===== src/rtl/rf_wb_queue.sv =====
// Register-file write-side queue: merges load/ALU results into an in-order FIFO that drives
// one RF write per cycle, and exposes a pending-write scoreboard for decode hazard stalls.
module rf_wb_queue #(
  parameter int unsigned DEPTH = 4
) (
  input  logic                       clk,
  input  logic                       rst_n,
  input  logic                       ld_vld,
  input  logic [3:0]                 ld_addr,
  input  logic [15:0]                ld_data,
  output logic                       ld_rdy,
  input  logic                       alu_vld,
  input  logic [3:0]                 alu_addr,
  input  logic [15:0]                alu_data,
  output logic                       alu_rdy,
  input  logic                       flush,
  input  logic [3:0]                 q0_addr,
  input  logic [3:0]                 q1_addr,
  output logic                       q0_pend,
  output logic                       q1_pend,
  output logic [3:0]                 dst_addr,
  output logic [15:0]                dst,
  output logic                       we,
  output logic [$clog2(DEPTH):0]     count
);

  localparam int unsigned PW = $clog2(DEPTH);
  localparam int unsigned CW = PW + 1;

  typedef struct packed {
    logic [3:0]  addr;
    logic [15:0] data;
  } entry_t;

  entry_t          mem_q [DEPTH];
  logic [PW-1:0]   rd_ptr_q, wr_ptr_q;
  logic [PW-1:0]   alu_wr_ptr;
  logic [CW-1:0]   free;
  logic [CW-1:0]   n_push;
  logic            ld_push, alu_push, pop;

  // Readiness depends on registered occupancy only, so there is no vld->rdy path.
  assign free    = CW'(DEPTH) - count;
  assign ld_rdy  = (free >= CW'(1));
  assign alu_rdy = (free >= CW'(2));

  // Writes to r0 complete the handshake but never occupy a slot.
  assign ld_push  = ld_vld  & ld_rdy  & (ld_addr  != 4'd0) & ~flush;
  assign alu_push = alu_vld & alu_rdy & (alu_addr != 4'd0) & ~flush;
  assign pop      = (count != '0);

  assign n_push     = CW'(ld_push) + CW'(alu_push);
  assign alu_wr_ptr = wr_ptr_q + PW'(ld_push);

  always_ff @(posedge clk) begin
    if (rst_n) begin
      if (ld_push)  mem_q[wr_ptr_q]   <= '{addr: ld_addr,  data: ld_data};
      if (alu_push) mem_q[alu_wr_ptr] <= '{addr: alu_addr, data: alu_data};
    end
  end

  always_ff @(posedge clk) begin
    if (!rst_n) begin
      rd_ptr_q <= '0;
      wr_ptr_q <= '0;
      count    <= '0;
      we       <= 1'b0;
      dst_addr <= 4'd0;
      dst      <= 16'd0;
    end else if (flush) begin
      rd_ptr_q <= '0;
      wr_ptr_q <= '0;
      count    <= '0;
      we       <= 1'b0;
    end else begin
      wr_ptr_q <= wr_ptr_q + PW'(n_push);
      rd_ptr_q <= rd_ptr_q + PW'(pop);
      count    <= count + n_push - CW'(pop);
      we       <= pop;
      if (pop) begin
        dst_addr <= mem_q[rd_ptr_q].addr;
        dst      <= mem_q[rd_ptr_q].data;
      end
    end
  end

  // An entry is live when its distance from the read pointer is below the occupancy.
  always_comb begin
    logic [PW-1:0] offset;
    q0_pend = 1'b0;
    q1_pend = 1'b0;
    offset  = '0;
    for (int i = 0; i < int'(DEPTH); i++) begin
      offset = PW'(i) - rd_ptr_q;
      if ({1'b0, offset} < count) begin
        if (mem_q[i].addr == q0_addr) q0_pend = 1'b1;
        if (mem_q[i].addr == q1_addr) q1_pend = 1'b1;
      end
    end
    if (we && (dst_addr == q0_addr)) q0_pend = 1'b1;
    if (we && (dst_addr == q1_addr)) q1_pend = 1'b1;
    if (q0_addr == 4'd0) q0_pend = 1'b0;
    if (q1_addr == 4'd0) q1_pend = 1'b0;
  end

endmodule


===== config.mk =====
export PLATFORM = sky130hd
export DESIGN_NAME = rf_wb_queue
export DESIGN_NICKNAME = d
export VERILOG_FILES = /design/src/rtl/rf_wb_queue.sv
export SDC_FILE = /design/constraint.sdc
export NUM_CORES = 1
export LEC_CHECK = 0
export CORE_ASPECT_RATIO = 2
export CORE_MARGIN = 1
export CORE_UTILIZATION = 30
export DETAILED_ROUTE_END_ITERATION = 8
export GPL_TIMING_DRIVEN = 1
export MAX_ROUTING_LAYER = met4
export PLACE_DENSITY_LB_ADDON = 0.12
export SKIP_CTS_REPAIR_TIMING = 1
export SYNTH_ARGS = -nofsm -noshare
export SYNTH_HDL_FRONTEND = slang
export SYNTH_SLANG_ARGS = --single-unit

===== constraint.sdc =====
create_clock -name clk -period 4.8 [get_ports clk]
set_clock_uncertainty 0.05 [all_clocks]
set_input_delay 1.44 -clock clk [delete_from_list [all_inputs] [get_ports clk]]
set_output_delay 1.44 -clock clk [all_outputs]
set_load 0.01 [all_outputs]

==> results.md <==
Power:
- The worst-case IR drop observed on VDD is approximately 0.16 mV.
- The total power divided by cell area is just over 400 mW/mm^2.
- The reported leakage power is around 2.6 nW.
- The design draws between 3 and 4 mW.

Timing:
- The ratio of final minimum period to clock period is roughly 91%.
- Summed over all failing endpoints, the final setup total negative slack is 0 ns.
- The maximum achievable frequency is 229 MHz.
- Setup repair after global routing left no endpoint under its margin.
- The final max-slew violation count was 0.
- The count of final setup violators is 0.
- The final critical delay including setup and external delays is approximately 4.4 ns.
- The actual transition at the worst max-transition pin is roughly 0.87 ns.
- Across all hold checks on the routed design, the worst slack comes to 0.416 ns.
- The worst setup slack after layout is between 0.4 and 0.5 ns.
- In this run the tightest slew margin relative to its limit is a little over two fifths.
- The number of hold violations in the final report is 0.

Floorplanning:
- The placeable core area is 0.0200 sq mm.
- The initial utilization of the core area, before any placement, comes to 30.8%.
- The row count is 73.
- Pin placement for this block handled 81 I/O pins.
- The die span in y is 205 microns.
- The die covers roughly 0.021 sq mm.
- The die is approximately 100 microns wide.

Logic synthesis:
- The total number of yosys warnings is 0.
- The synthesis-stage register bit count is about 110.
- The most frequent cell after synthesis is sky130_fd_sc_hd__edfxtp_1.
- In the synthesized netlist the async set-or-reset flop fraction comes to 0%.
- The summed instance area of the synthesized netlist is between 0.006 and 0.007 sq mm.
- By area the synthesized netlist is led by sky130_fd_sc_hd__edfxtp_1, sky130_fd_sc_hd__dfxtp_1, sky130_fd_sc_hd__mux4_2, sky130_fd_sc_hd__mux2_2, sky130_fd_sc_hd__mux2_4.
- The largest total area in the synthesized netlist belongs to sky130_fd_sc_hd__edfxtp_1.
- The count of distinct cell types in the synthesized netlist is 51.
- The synthesized design contains 80 enable-type register cells.
- A synthesized cell averages roughly 13 sq um.
- The number of standard cells after synthesis is 491.
- The most used flip-flop cell after synthesis is sky130_fd_sc_hd__edfxtp_1.
- The number of nets produced by synthesis is 559.
- Of the synthesized area, sequential elements account for between 40% and 50%.
- Of the post-synthesis cell area, the dominant cell type holds approximately two fifths.
- Ranked by instance count, the synthesized netlist is headed by sky130_fd_sc_hd__edfxtp_1, sky130_fd_sc_hd__nand2_1, sky130_fd_sc_hd__mux2_2, sky130_fd_sc_hd__o22ai_1, sky130_fd_sc_hd__xnor2_1.

Final layout:
- The number of nets at the end of the flow is 645.
- Once layout is complete, the utilization of the core stands at 38.3%.
- The repair_antennas step left the layout with diodes totalling 0.
- Once layout is done, the placed cells without fillers occupy around 0.0077 sq mm.
- The layout overhead on the synthesized area is 24.3%.
- The fraction of layout instances using a drive strength above 1 is between 20% and 30%.
- For this run, the number of standard cells in the final layout without fillers is roughly 840.
- The filler cell count in the final layout is about 1900.

GRT:
- The wire length of the first global-routing pass is 27.5 mm.
- The global route total overflow is 0.
- The number of global-route vias before repair is between 4000 and 5000.
- The maximum number of pins on one net before global-route repair is 33.
- The global-route usage over all layers is about a fifth.
- The initial antenna violation count came to 0.

Routing:
- Dividing the detail-routed wire length by the instance count gives approximately 22 microns.
- For this run, the detailed router's first-pass iteration total came to 4.
- The average vias per placed instance is between 5 and 6.
- For this block, the initial DRC count from the detailed router was 162.
- The final route contains approximately 4400 vias.
- The remaining routing DRC violations is 0.
- The count of nets left with antenna violations after detail routing is 0.
- The total routed wirelength is between 15 and 20 mm.

Setup path:
- The largest fanout on the critical path is 6.
- At the worst endpoint, the required time is 3.31 ns.
- The worst setup path is launched from a primary input.
- The worst setup path is captured at a primary output.
- By startpoint and endpoint, the worst setup path is classified as primary input to primary output.
- The critical path data arrival time is about 2.9 ns.

Flow run:
- The tool flagged a number of max-cap violations equal to 0.

Place:
- Including well taps, the total number of placed cells is between 800 and 900.
- In this run the tool buffered the top-level ports with 80 buffer cells.
- The post-detailed-placement cell area is between 0.007 and 0.008 sq mm.
- The placer congestion estimate is roughly 0.85.
- The HPWL after detailed placement is approximately 13 mm.
- OpenSTA, run right after detailed placement, puts the worst setup slack at -0.101 ns.

Clock tree:
- TritonCTS built the clock tree.
- The clock root buffer is sky130_fd_sc_hd__clkbuf_16.
- The total CTS buffers is 9.
- No sink is reached through more buffers than the 2 on the longest clock path.
- Counting every sink on the clock net gives about 110.
- In this run the number of H-tree levels came out at 3.
- Clock-pin slew was measured on the worst setup and hold paths at around 0.070 ns.
- Clock latency on the worst-skew pair, taken at its later pin, is between 0.3 and 0.4 ns.

Worst hold path:
- The class of the most critical hold timing path is register to register.

Status:
- The run finished with clean final reports.
flip-flops by register name (all words and copies together), names as in the netlist:
name      cells
dst          16
we            1
dst_addr      4
wr_ptr_q      2
count         3
mem_q        80
rd_ptr_q      2
layout make-up:
cell class / instances / area, sq um / share of cell area (%)
Inverter: 12 / 45.0 / 0.588
Timing Repair Buffer: 112 / 1070 / 13.9
Tap cell: 262 / 328 / 4.28
Clock inverter: 6 / 40.0 / 0.522
Clock buffer: 10 / 229 / 2.99
Sequential cell: 108 / 2960 / 38.6
Multi-Input combinational cell: 334 / 2990 / 39.0
critical path, stage by stage:
cell and delay (ns):
sky130_fd_sc_hd__clkdlybuf4s50_1 0.40, sky130_fd_sc_hd__buf_4 0.17, sky130_fd_sc_hd__xor2_1 0.14, sky130_fd_sc_hd__nor3_1 0.23
sky130_fd_sc_hd__a31oi_1 0.12, sky130_fd_sc_hd__a31oi_1 0.19, sky130_fd_sc_hd__dlymetal6s2s_1 0.18
cells in the final DEF (no fill, tap or decap), types with 9 or more instances in the layout:
cell type and instances:
sky130_fd_sc_hd__a21oi_1 23, sky130_fd_sc_hd__mux2_2 39, sky130_fd_sc_hd__a21boi_0 21, sky130_fd_sc_hd__nand2_1 43
sky130_fd_sc_hd__inv_1 12, sky130_fd_sc_hd__clkbuf_16 9, sky130_fd_sc_hd__clkdlybuf4s50_1 74, sky130_fd_sc_hd__xor2_1 15
sky130_fd_sc_hd__mux2_4 20, sky130_fd_sc_hd__o22ai_1 38, sky130_fd_sc_hd__xnor2_1 32, sky130_fd_sc_hd__buf_4 31
sky130_fd_sc_hd__edfxtp_1 80, sky130_fd_sc_hd__mux4_2 20, sky130_fd_sc_hd__nor2_1 12, sky130_fd_sc_hd__ha_1 14
sky130_fd_sc_hd__dfxtp_1 28
worst paths after layout:
path / start / endpoint / slack (ns) / depth (start not counted)
setup / recovery: q0_addr[2] / q0_pend / 0.43 / 7
hold / removal: dst[2] / dst[2] / 0.42 / 2
setup reg to reg: count[0] / count[2] / 1.20 / 16
hold reg to reg: dst[2] / dst[2] / 0.42 / 2
where the power goes:
group	total (mW)	internal, mW	switching (mW)	leakage [nW]
clock	0.707	0.352	0.355	0.123
sequential	1.24	1.16	0.0875	0.954
combinational	1.23	0.588	0.644	1.54
total	3.18	2.10	1.09	2.62
cells by family after synthesis:
logic type | synth area share, %
DFF | 48.0
buffers and inverters | 4.10
AOI/OAI and AO/OA | 10.3
xor gates and xnor gates | 6.67
muxes | 19.6
and+or+nand+nor | 8.07
adders and majority gates | 3.16
routing by layer:
metal / global-route usage (%) / wire length (microns)
met1: 19.1 / 6790
met2: 34.2 / 10200
met3: 2.83 / 592
met4: 10.8 / 787
met5: - / 0
Power figures use the tool's default switching activity.
